## src/rtl/node_frame_serializer_pkg.sv

```systemverilog
// Shared types and constants for the node frame serializer.
// Dedup feature (NODE_FRAME_DEDUP_EN) is selected in the modules that import this.
package node_frame_serializer_pkg;

    localparam int COORD_W_DEF = 32;

    typedef logic [COORD_W_DEF-1:0] coord_t;

    typedef enum logic {
        IDLE = 1'b0,
        SEND = 1'b1
    } state_t;

    localparam int CNT_W = 16;
    localparam logic [CNT_W-1:0] CNT_MAX = '1;

    function automatic logic [CNT_W-1:0] sat_inc(input logic [CNT_W-1:0] v);
        return (v == CNT_MAX) ? v : v + 1'b1;
    endfunction

endpackage

```

## src/rtl/node_snapshot_buf.sv

```systemverilog
// Per-node x/y register bank: load-all strobe, indexed read port.
// With NODE_FRAME_DEDUP_EN, also compares the live inputs against the bank.
module node_snapshot_buf
    import node_frame_serializer_pkg::*;
#(
    parameter int NODE_COUNT = 5,
    parameter int COORD_W    = COORD_W_DEF,
    parameter int IDX_W      = 8
) (
    input  logic                          clk,
    input  logic                          reset,
    input  logic                          load,
    input  logic [NODE_COUNT*COORD_W-1:0] nodes_x,
    input  logic [NODE_COUNT*COORD_W-1:0] nodes_y,
    input  logic [IDX_W-1:0]              rd_idx,
`ifdef NODE_FRAME_DEDUP_EN
    output logic                          same,
`endif
    output logic [COORD_W-1:0]            rd_x,
    output logic [COORD_W-1:0]            rd_y
);

    logic [COORD_W-1:0] x_q [NODE_COUNT];
    logic [COORD_W-1:0] y_q [NODE_COUNT];

    always_ff @(posedge clk) begin
        if (!reset) begin
            for (int i = 0; i < NODE_COUNT; i++) begin
                x_q[i] <= '0;
                y_q[i] <= '0;
            end
        end else if (load) begin
            for (int i = 0; i < NODE_COUNT; i++) begin
                x_q[i] <= nodes_x[i*COORD_W +: COORD_W];
                y_q[i] <= nodes_y[i*COORD_W +: COORD_W];
            end
        end
    end

    always_comb begin
        rd_x = '0;
        rd_y = '0;
        for (int i = 0; i < NODE_COUNT; i++) begin
            if (rd_idx == IDX_W'(i)) begin
                rd_x = x_q[i];
                rd_y = y_q[i];
            end
        end
    end

`ifdef NODE_FRAME_DEDUP_EN
    // The bank only ever holds a frame that was (or is being) sent.
    always_comb begin
        same = 1'b1;
        for (int i = 0; i < NODE_COUNT; i++) begin
            if (x_q[i] != nodes_x[i*COORD_W +: COORD_W] ||
                y_q[i] != nodes_y[i*COORD_W +: COORD_W])
                same = 1'b0;
        end
    end
`endif

endmodule

```

## src/rtl/node_frame_serializer.sv

```systemverilog
// Captures the whole node chain on frame_tick and streams it one node per beat.
// Optional NODE_FRAME_DEDUP_EN suppresses frames identical to the last one sent.
module node_frame_serializer
    import node_frame_serializer_pkg::*;
#(
    parameter int NODE_COUNT = 5,
    parameter int COORD_W    = COORD_W_DEF,
    parameter int IDX_W      = 8
) (
    input  logic                          clk,
    input  logic                          reset,
    input  logic [NODE_COUNT*COORD_W-1:0] nodes_x,
    input  logic [NODE_COUNT*COORD_W-1:0] nodes_y,
    input  logic                          frame_tick,
    output logic                          out_valid,
    input  logic                          out_ready,
    output logic [COORD_W-1:0]            out_x,
    output logic [COORD_W-1:0]            out_y,
    output logic [IDX_W-1:0]              out_index,
    output logic                          out_last,
    output logic                          busy,
    output logic [CNT_W-1:0]              overrun_count,
    output logic [CNT_W-1:0]              dup_count
);

    localparam logic [IDX_W-1:0] LAST_IDX = IDX_W'(NODE_COUNT - 1);

    state_t           state_q, state_d;
    logic [IDX_W-1:0] idx_q, idx_d;
    logic [CNT_W-1:0] ovr_q, ovr_d;

    logic fire, done, tick_ok, dup_hit, capture;

`ifdef NODE_FRAME_DEDUP_EN
    logic             same;
    logic             has_sent_q;
    logic [CNT_W-1:0] dup_q;
`endif

    node_snapshot_buf #(
        .NODE_COUNT(NODE_COUNT),
        .COORD_W   (COORD_W),
        .IDX_W     (IDX_W)
    ) u_buf (
        .clk    (clk),
        .reset  (reset),
        .load   (capture),
        .nodes_x(nodes_x),
        .nodes_y(nodes_y),
        .rd_idx (idx_q),
`ifdef NODE_FRAME_DEDUP_EN
        .same   (same),
`endif
        .rd_x   (out_x),
        .rd_y   (out_y)
    );

    assign fire    = (state_q == SEND) && out_ready;
    assign done    = fire && (idx_q == LAST_IDX);
    assign tick_ok = frame_tick && ((state_q == IDLE) || done);

`ifdef NODE_FRAME_DEDUP_EN
    assign dup_hit = tick_ok && has_sent_q && same;
`else
    assign dup_hit = 1'b0;
`endif

    assign capture = tick_ok && !dup_hit;

    always_ff @(posedge clk) begin
        if (!reset) begin
            state_q <= IDLE;
            idx_q   <= '0;
            ovr_q   <= '0;
        end else begin
            state_q <= state_d;
            idx_q   <= idx_d;
            ovr_q   <= ovr_d;
        end
    end

    // A tick on the final handshake restarts without a bubble.
    always_comb begin
        state_d = state_q;
        idx_d   = idx_q;
        ovr_d   = ovr_q;
        if (capture) begin
            state_d = SEND;
            idx_d   = '0;
        end else if (done) begin
            state_d = IDLE;
            idx_d   = '0;
        end else if (fire) begin
            idx_d = idx_q + 1'b1;
        end
        if (frame_tick && (state_q == SEND) && !done)
            ovr_d = sat_inc(ovr_q);
    end

`ifdef NODE_FRAME_DEDUP_EN
    always_ff @(posedge clk) begin
        if (!reset) begin
            has_sent_q <= 1'b0;
            dup_q      <= '0;
        end else begin
            if (capture)
                has_sent_q <= 1'b1;
            if (dup_hit)
                dup_q <= sat_inc(dup_q);
        end
    end
    assign dup_count = dup_q;
`else
    assign dup_count = '0;
`endif

    assign out_valid     = (state_q == SEND);
    assign busy          = (state_q == SEND);
    assign out_index     = idx_q;
    assign out_last      = out_valid && (idx_q == LAST_IDX);
    assign overrun_count = ovr_q;

endmodule
```

## config.mk

```make
export PLATFORM = sky130hd
export DESIGN_NAME = node_frame_serializer
export DESIGN_NICKNAME = d
export VERILOG_FILES = /design/src/rtl/node_frame_serializer_pkg.sv /design/src/rtl/node_snapshot_buf.sv /design/src/rtl/node_frame_serializer.sv
export SDC_FILE = /design/constraint.sdc
export NUM_CORES = 1
export LEC_CHECK = 0
export BUFFER_PORTS_ARGS = -buffer_cell sky130_fd_sc_hd__buf_2
export CORE_UTILIZATION = 30
export CTS_CLUSTER_DIAMETER = 100
export DETAILED_ROUTE_END_ITERATION = 6
export PLACE_DENSITY = 0.48
export SLEW_MARGIN = 20
export SYNTH_ARGS = -nofsm -noshare
export SYNTH_HDL_FRONTEND = slang
export SYNTH_HIERARCHICAL = 1
export SYNTH_SLANG_ARGS = --single-unit
export TNS_END_PERCENT = 100
```

## constraint.sdc

```tcl
create_clock -name clk -period 13.2 [get_ports clk]
set_clock_uncertainty 0.2 [all_clocks]
set_input_delay 0 -clock clk [delete_from_list [all_inputs] [get_ports clk]]
set_output_delay 0 -clock clk [all_outputs]
set_load 0.005 [all_outputs]
```

# Yosys cells after proc, flatten, opt, wreduce, memory -nomap -nowiden
# Memories as Yosys holds them, arrays and structs flattened.
# Index checks and enable logic that the tools add are counted.
[word_totals]
ff_bits = 25
latchBits = 0
mem_bits_rw = 320
word_cells = 63
mem_count = 2
input_bits = 324
romBits = 0
output_inout_bits = 107
[classes]
mux = 26
eq_ne = 5
shifts = 0
addsub = 2
n_div = 0
n_mul = 0
order_cmp = 0
n_bitwise = 13
n_reduce_logical = 12
[memory_table]
columns = ["memory", "depth", "width", "rd", "rd_clocked_by_memory_dff", "write_ports", "line_no", "text"]
rows = [
  ["u_buf.x_q", 5, 32, 5, 0, 5, "node_snapshot_buf.sv:23", "logic [COORD_W-1:0] x_q [NODE_COUNT];"],
  ["u_buf.y_q", 5, 32, 5, 0, 5, "node_snapshot_buf.sv:24", "logic [COORD_W-1:0] y_q [NODE_COUNT];"],
]
[ops]
columns = ["op", "count"]
rows = [
  ["$mux 32", 20],
  ["$add 16x1->16 const B", 1],
  ["$eq 16x16->1 const B", 1],
  ["$eq 8x2->1 const B", 2],
  ["$or 1x1->1", 10],
  ["$add 8x1->8 const B", 1],
  ["$eq 8x1->1 const B", 1],
  ["$eq 8x3->1 const B", 1],
  ["$logic_not 8->1", 1],
  ["$logic_and 1x1->1", 6],
  ["$mux 1", 6],
  ["$not 1->1", 3],
  ["$reduce_or 3->1", 1],
  ["$reduce_and 2->1", 1],
  ["$reduce_bool 2->1", 1],
  ["$logic_not 1->1", 1],
  ["$logic_or 1x1->1", 1],
]

# Depth between registers and ports, before layout
[depth]
ltp_word = 8
mapped_depth = 9
ltp_nobuf = 6

# Modules after synthesis
# Netlist, hierarchy kept.
[modules_own_cells]
columns = ["module", "area_each_um2", "seq_area_each_um2", "cells_each", "n_inst"]
rows = [
  ["node_snapshot_buf", 14622.8, 9609.2, 1081, 1],
  ["node_frame_serializer", 1421.4, 500.5, 171, 1],
]

# Least setup slack after synthesis
# OpenSTA, ideal clock, no wires.
[synth_path]
path_type = "register to register"
start = "reg idx_q[0] (netlist: out_index[0])"
end = "mem u_buf/x_q[0][0] (netlist bit), enable pin"
setup_slack_ns = 2.803
path_buffers = 2
setup_ns = 0.742
required_time_ns = 12.258
arrival_time_ns = 9.455
period_less_slack_ns = 10.397
stages_incl_launch_ff = 9
cell_sequence = "dfxtp_1 -> inv_1 -> ha_1 -> nor4bb_1 -> a21boi_0 -> nor2b_1 -> clkbuf_1 -> buf_2 -> nand2b_1"
[synth_lines]
columns = ["element", "line_no", "text"]
rows = [
  ["start: declaration", "node_frame_serializer.sv:29", "logic [IDX_W-1:0] idx_q, idx_d;"],
  ["start signal: assignment", "node_frame_serializer.sv:77", "idx_q <= idx_d;"],
  ["end: declaration", "node_snapshot_buf.sv:23", ""],
]

==> run_results.csv <==
group,metric,value,unit
outcome,outcome,"finished, final reports clean",
setup_path,crit_type,"reg2reg",
min_path,hold_class,"in2reg",
clock_network,cts.sinks,345,
clock_network,cts_hold_buf,323,
min_path,min_from,"nodes_y[53]",
clock_network,cts_max_path_buffers,3,
synth,synth_edf_count,320,
clock_network,path_clk_slew,60,ps
timing,tns,0,ps
detailed_routing,wl,52570,um
grt,grt_pass1_vias,13020,
setup_path,startpoint_type,"flop",
synth,async_flop_share,0,%
detailed_routing,via_per_inst,4.820,
clock_network,cts_buffers,42,
placement,place_congestion,0.7700,
layout,final_cell_mix,"413 x buf_2, 323 x dlygate4sd3_1, 322 x and3_1",
grt,grt_pass1_wl,76540,um
grt,met3_usage,3.870,%
timing,min_period_over_period,38.19,%
synth,syn_inst,1252,
grt,globalRouteTotalUtil,18.52,%
clock_network,cts_root_buf,"clkbuf_16",
clock_network,cts_resized,0,
layout,nNetsFinal,2253,
detailed_routing,drtIter0Drc,777,
setup_path,arrival,5030,ps
detailed_routing,firstDrtPassIters,5,
timing,finalMaxSlewViolations,0,
die,num_rows,84,
grt,met1_usage,23.67,%
layout,final_common_cell,"buf_2",
setup_path,cp.required,13190,ps
detailed_routing,drtAntennaViolNets,0,
timing,max_freq,198.4,MHz
synth,synth_cell_types,44,
placement,dp_hpwl,30940,um
clock_network,cts_max_level,2,
timing,maxSlewHeadroom,26.78,%
grt,top_usage_layer,"met2",
placement,placed_area,0.01848,sq mm
die,start_util,30.47,%
timing,worst_pin_slew,1098,ps
timing,whs,85.67,ps
layout,stdcell_area,0.02323,sq mm
die,coreArea,0.05266,sq mm
synth,netlist_area,0.01604,sq mm
power_and_ir_drop,powerDensity,122.3,mW/mm^2
clock_network,cts_setup_buffers,0,
layout,synthToLayoutAreaGrowth,44.78,%
placement,port_buffers,414,
placement,placed_cells,2245,
timing,rsz0062_at_grt,"false",
clock_network,cts_tree,"done",
layout,final_cells,2654,
synth,synth_area_per_cell,12.81,sq um
setup_path,r2r-start,"out_index[0]",
grt,grt_max_degree,182,
synth,synth.ff_latch_count,345,
timing,setup_viol,0,
synth,ys_seq_area_share,63.01,%
setup_path,worstSetupEndpointType,"flop",
detailed_routing,vias,12790,
power_and_ir_drop,ir_drop,0.00007012,V
detailed_routing,drc_errors,0,
die,dieArea,0.05441,sq mm
grt,grtUsageMet2,31.10,%
grt,overflow,0,
die,pin_count,431,
die,die_x,233.3,um
synth,synthFlopType,"edfxtp_1",
die,dieHeight,233.3,um
power_and_ir_drop,p_leak,0.01006,uW
clock_network,clk_latency,550,ps
timing,period_needed,5041,ps
timing,hold_violations,0,
layout,drive_gt1_share,25.57,%
power_and_ir_drop,p_total,2840,uW
grt,antenna_found_initial,9,
synth,yosys_warnings,6,
setup_path,startpoint,"out_index[0]",
run,cap_violations,0,
setup_path,cp_max_fo,135,
detailed_routing,wl_per_cell,19.81,um
cells in the mapped netlist (all sizes together) (4+ instances only):
cell type	count	area share (%)
clkbuf	78	1.8
o21ai	4	0.12
inv	7	0.16
nor4b	4	0.22
nor4	5	0.23
nor2	15	0.35
buf	59	2.6
o31ai	6	0.28
nand2b	8	0.31
nand3	11	0.34
xnor2	6	0.33
nand2	77	1.8
nand4	5	0.23
or4	6	0.28
dfxtp	25	3.1
o22a	63	3.4
mux2i	134	8.4
and3	322	13
edfxtp	320	60
a21oi	73	2.3
path summary, 6_finish.rpt:
check / end / slack [ps] / cells past startpoint
worst min register to register: overrun_count[8] / 290 / 2
worst max register to register: u_buf/y_q[0][87] / 8160 / 9
worst min-delay path: u_buf/y_q[0][53] / 90 / 3
worst max-delay path: u_buf/y_q[0][87] / 8160 / 9
where the power goes:
group | switching, uW | internal (uW)
clock | 469 | 752
sequential | 23.2 | 1280
combinational | 152 | 166
total | 644 | 2200
logic make-up (layout without fill, tap and decap cells):
kind of cell,Yosys count,count (layout),share of synthesized area (%)
other,1,23,0.02337
and+or+nand+nor,466,466,16.92
AOI/OAI and AO/OA,152,152,6.449
DFF,345,345,63.01
xor gates and xnor gates,7,7,0.3821
adders and majority gates,3,3,0.2340
buffers and inverters,144,836,4.617
muxes,134,134,8.360
worst max-delay path: stages (launching register included):
cell,delay (ps)
dfxtp_4,560
inv_1,200
ha_1,160
nor4bb_1,560
a21boi_0,350
nor2b_4,170
buf_4,530
nand2b_4,830
buf_12,350
buf_16,470
layout make-up:
| type | instances | area (sq um) |
|---|---|---|
| Inverter | 7 | 26.28 |
| Clock buffer | 50 | 1102 |
| Sequential cell | 345 | 10120 |
| Tap cell | 688 | 860.8 |
| Multi-Input combinational cell | 778 | 5288 |
| Antenna cell | 7 | 17.52 |
| Fill cell | 4896 | 29430 |
| Clock inverter | 27 | 345.3 |
| Timing Repair Buffer | 752 | 5472 |
sequential cells by signal, indices dropped and copies added, names as in the netlist:
signal	count
u_buf/x_q	160
out_index	8
overrun_count	16
u_buf/y_q	160
busy	1
stage by stage:
step                      util [%]  worst slack (ps)
final                        44.11              8159
after global routing         44.11              7837
after CTS                    43.99              8175
after detailed placement     35.10              8164
after global placement       35.10              8255
after floorplan                  -              2803
metal layers:
metal / part of all wire (%) / routed length [um]
met1: 43 / 22850
met4: 2.5 / 1296
met3: 5.2 / 2720
met2: 49 / 25680
met5: 0.042 / 22
(Power assumes the default switching activity.)
